==> src/rtl/mult_share_arb.sv <==
// mult_share_arb: shares one external combinational multiplier between NREQ
// requesters. A round-robin arbiter picks one request in IDLE and registers
// its operands into the multiplier. The product is captured one cycle later
// and held on a valid/ready response channel, tagged with the requester ID.
// Only one transaction is in flight at a time.
module mult_share_arb #(
    parameter int NREQ  = 4,
    parameter int WIDTH = 8,
    parameter int IDW   = 2
) (
    input  logic                    clk,
    input  logic                    reset,
    input  logic [NREQ-1:0]         req_valid,
    output logic [NREQ-1:0]         req_ready,
    input  logic [NREQ*WIDTH-1:0]   req_a,
    input  logic [NREQ*WIDTH-1:0]   req_b,
    output logic [WIDTH-1:0]        mul_a,
    output logic [WIDTH-1:0]        mul_b,
    input  logic [2*WIDTH-1:0]      mul_p,
    output logic                    rsp_valid,
    input  logic                    rsp_ready,
    output logic [IDW-1:0]          rsp_id,
    output logic [2*WIDTH-1:0]      rsp_data,
    output logic                    busy
);

    typedef enum logic [1:0] {
        IDLE = 2'd0,
        CALC = 2'd1,
        HOLD = 2'd2
    } state_t;

    state_t         state;
    state_t         next_state;
    logic [IDW-1:0] rr_ptr;
    logic [IDW-1:0] winner;
    logic           found;
    int             scan_sum;
    logic [IDW-1:0] scan_idx;

    // Round-robin search: first valid requester after the last winner, wrapping
    // around; the modulo is a conditional subtract so NREQ need not be 2^n.
    always_comb begin
        found    = 1'b0;
        winner   = '0;
        scan_sum = 0;
        scan_idx = '0;
        for (int k = 1; k <= NREQ; k++) begin
            scan_sum = int'(rr_ptr) + k;
            if (scan_sum >= NREQ) begin
                scan_sum = scan_sum - NREQ;
            end
            scan_idx = IDW'(scan_sum);
            if (!found && req_valid[scan_idx]) begin
                found  = 1'b1;
                winner = scan_idx;
            end
        end
    end

    // One-hot grant, only while IDLE; forced low while reset is held.
    always_comb begin
        req_ready = '0;
        if (!reset && (state == IDLE) && found) begin
            req_ready[winner] = 1'b1;
        end
    end

    // Next-state logic: IDLE -> CALC on a winner, CALC lasts one cycle,
    // HOLD waits for the response handshake.
    always_comb begin
        next_state = state;
        case (state)
            IDLE: begin
                if (found) begin
                    next_state = CALC;
                end
            end
            CALC: begin
                next_state = HOLD;
            end
            HOLD: begin
                if (rsp_valid && rsp_ready) begin
                    next_state = IDLE;
                end
            end
            default: begin
                next_state = IDLE;
            end
        endcase
    end

    // State register.
    always_ff @(posedge clk or posedge reset) begin
        if (reset) begin
            state <= IDLE;
        end else begin
            state <= next_state;
        end
    end

    // Datapath: operands captured on accept and kept afterwards, product
    // captured at the end of CALC, response valid dropped on handshake.
    always_ff @(posedge clk or posedge reset) begin
        if (reset) begin
            rr_ptr    <= IDW'(NREQ - 1);
            mul_a     <= '0;
            mul_b     <= '0;
            rsp_id    <= '0;
            rsp_data  <= '0;
            rsp_valid <= 1'b0;
        end else begin
            case (state)
                IDLE: begin
                    if (found) begin
                        mul_a  <= req_a[int'(winner)*WIDTH +: WIDTH];
                        mul_b  <= req_b[int'(winner)*WIDTH +: WIDTH];
                        rsp_id <= winner;
                        rr_ptr <= winner;
                    end
                end
                CALC: begin
                    rsp_data  <= mul_p;
                    rsp_valid <= 1'b1;
                end
                HOLD: begin
                    if (rsp_ready) begin
                        rsp_valid <= 1'b0;
                    end
                end
                default: begin
                    rsp_valid <= 1'b0;
                end
            endcase
        end
    end

    assign busy = (state != IDLE);

endmodule

==> config.mk <==
export PLATFORM = sky130hd
export DESIGN_NAME = mult_share_arb
export DESIGN_NICKNAME = d
export VERILOG_FILES = /design/src/rtl/mult_share_arb.sv
export SDC_FILE = /design/constraint.sdc
export NUM_CORES = 1
export LEC_CHECK = 0
export ABC_AREA = 1
export CORE_MARGIN = 2
export CORE_UTILIZATION = 41
export CTS_BUF_LIST = sky130_fd_sc_hd__clkbuf_4
export DETAILED_ROUTE_END_ITERATION = 16
export PLACE_DENSITY_LB_ADDON = 0.15
export SLEW_MARGIN = 20
export SYNTH_ARGS = -nofsm -noshare
export SYNTH_HDL_FRONTEND = slang
export SYNTH_SLANG_ARGS = --single-unit
==> constraint.sdc <==
create_clock -name clk -period 3.5 [get_ports clk]
set_clock_uncertainty 0.05 [all_clocks]
set_input_delay 1.05 -clock clk [delete_from_list [all_inputs] [get_ports clk]]
set_output_delay 1.05 -clock clk [all_outputs]
set_load 0.005 [all_outputs]
==> impl_results.md <==
* Hold Slack at 0.439 ns
* Net Sw Frac at 25.6%
* Logic pwr share at 27.0%
* Hold Crit Class: reg -> reg
* Crit path max-delay family: simple AND/OR/NAND/NOR gates
* Top cells by area, synth: dfrtp_1, nand2_1, nand4_1
* Worst Path Arrival at 2.23 ns
* Cell variety after synth at 24
* First-pass GRT wire length at 11600 µm
* Worst Path Required at 2.40 ns
* CTS Buffer Depth at 2
* Crit end category: output pin
* Number of flops mapped to enable cells by yosys at 0
* Worst-path clk slew at 0.11 ns
* R2r startpoint: rr_ptr[0]
* Worst skew pair latency at 0.32 ns
* CP startpoint: req_valid[1]
* CP bufs+invs at 3
* Slew Limit Headroom at 52.8%
* Sequential cell area at 978 µm²
* Clock power share at 24.5%
* Slowest cell on crit path: nor2_4
* Post-route DRC violation count at 0
* Post-synthesis cell area at 2490 µm²
* Iter 0 DRT Violations at 173
* Synth-to-Final Area Change at 58.4%
* Clk sinks at 39
* Min Tclk post-route at 3.33 ns
* Post-synth top flop: dfrtp_1
* CTS Hold Bufs at 0
* CTS tree: done
* Period utilization at 95.2%
* RD Place Congestion at 0.856
* Via-to-Cell Ratio at 5.04
* Power Internal at 0.000713 W
* Multi-input logic area at 1390 µm²
* CP max FO at 4
* Die footprint at 6720 µm²
* Sequential share of the synthesized area at 39.3%
* Worst slew pin tran at 0.706 ns
* Finished Core Util at 67.1%
* Max-Cap Viols at 0
* Seq pwr share at 48.4%
* Antenna cells at 0
* Outcome: complete, no violations
* Root Driver: clkbuf_4
* WL/cell at 13.7 µm
* Top-Level Pins at 127
* GRT Total Usage at 22.5%
* Highest Clock Rate at 0.300 GHz
* Worst setup SP type: input pin
* Chip Height at 82.0 µm
* Mean Syn Cell Area at 7.14 µm²
* Max Slew Vio Count at 0
* Fin. Hold Viols at 0
* Worst Hold Launch: mul_b[7]
* Antenna-violating nets left at 0
* Synth cell count leaders: nand2_1, dfrtp_1, nand4_1
* Synth area leader: dfrtp_1
* HPWL after detailed placement at 5590 µm
* Routed WL at 7630 µm
* Synth Instances at 349
* Critical path type: in -> out
* Unrepaired setup endpoints after global routing: false
* Mapped Nets at 436
* Nets at 568
* Initial antenna violation count at 0
* Core Area at 5890 µm²
* Vias in the first global route at 2595
* #FFs+latches synth at 39
* Share of the synthesized area in the top cell type at 37.1%
* Pin count of the biggest net entering global routing at 40
* Fill cells at 526
* Synthesis Warnings at 0
* Via count at 2810
* Maximum vdd ir drop at 0.000221 V
* Layout cells sized above 1 at 18.5%
* Crit-path cells: clkbuf_2 > nand2_1 > nand2_2 > nand2_2 > nand2_4 > nor2_4 > nand3_4 > nand3_4 > inv_2 > nor3_2 > buf_2
* Initial Util at 42.3%
* Port bufs at 126
* Die Span X at 82.0 µm
* H-tree level count at 2
* Initial DRT Pass Iterations at 5
* CP peak stage delay at 0.16 ns
* Final Setup Violations at 0
* Pwr Density at 243 nW/µm²
* Sw Pwr at 0.000245 W
* GRT overflow at 0
* Async S/R FF share, synth at 100%
* Cts bufs inserted at 5
* Pleak at 1.97 nW
* Most common cell in the synthesized netlist: nand2_1
* FP Rows at 28
## worst paths after layout
kind	slack, ns	end	depth (start not counted)
setup / recovery	0.17	req_ready[2]	11
hold / removal	0.44	mul_b[7]	2
setup reg to reg	1.02	mul_a[1]	16
hold reg to reg	0.44	mul_b[7]	2
max in group asynchronous	1.86	rr_ptr[1]	3
min in group asynchronous	1.18	mul_b[5]	3
## registers in the layout, indices dropped and copies added, names as in the netlist
name,cells
state,2
rsp_data,16
mul_b,8
rsp_valid,1
mul_a,8
rr_ptr,2
rsp_id,2
## metal layers
layer  global-route usage (%)  wire length [µm]
met5                        0                 0
met4                     7.00               240
met3                     4.84               398
met2                     39.6              3940
met1                     27.3              3050
## cell families after synthesis
group           Yosys count  synth area share [%]
simple gates            252                  44.3
mux                      16                  7.23
compound gates            7                  1.56
flops                    39                  39.3
buf+inv                  35                  7.68
## timing repair
item / 4_1_cts / 5_1_grt
pin swaps: 7 / 11
buffers inserted: 4 / 2
endpoints found under the setup margin: 4 / 4
resized for setup: 31 / 21
## tightest hold or removal path: stages (launching register included)
cell,delay (ns)
dfrtp_1,0.36
nand2_1,0.05
nand2_1,0.05
## per-stage QoR
step	power, W	area (µm²)	setup TNS, ns	worst slack, ns	instances
after global routing	0.00102	3950	0	0.0197	557
after floorplan	0.000583	2490	0	0.0340	349
after CTS	0.000961	3900	0	0.0238	555
after detailed placement	0.000723	3810	-2.42	-0.635	543
after global placement	0.000720	3810	-2.22	-0.557	543
final	0.000958	3950	0	0.167	557
## layout make-up
type	count	area share, %
repair buffers	144	34.4
multi-input cells	275	35.3
inverters	16	1.65
flip-flops and latches	39	24.8
well taps	75	2.38
clock buffers	8	1.52
## power by group through the flow
| stage | clock, W | sequential (W) | combinational [W] |
|---|---|---|---|
| after floorplan | 0 | 0.000474 | 0.000110 |
| after CTS | 0.000241 | 0.000464 | 0.000256 |
| after global placement | 0 | 0.000472 | 0.000247 |
| final | 0.000235 | 0.000464 | 0.000259 |
| after global routing | 0.000273 | 0.000466 | 0.000285 |
| after detailed placement | 0 | 0.000473 | 0.000250 |
## cells in the final DEF, fill, tap and decap left out
master	count
nor2_1	1
clkdlybuf4s50_1	118
nor2_2	1
o21ai_1	3
nand2_4	2
nand2_1	186
clkbuf_2	4
nand3_1	4
buf_2	4
nand3_4	2
mux2_2	16
clkbuf_4	8
buf_4	18
inv_1	9
nand4_1	32
o211ai_1	1
nand3_2	2
inv_4	2
dfstp_2	2
dfrtp_1	37
a31oi_2	1
a21oi_1	2
inv_2	5
nand2_2	16
nor2_4	2
nor3_2	4
Note: power is estimated with default switching activity, not from simulation.
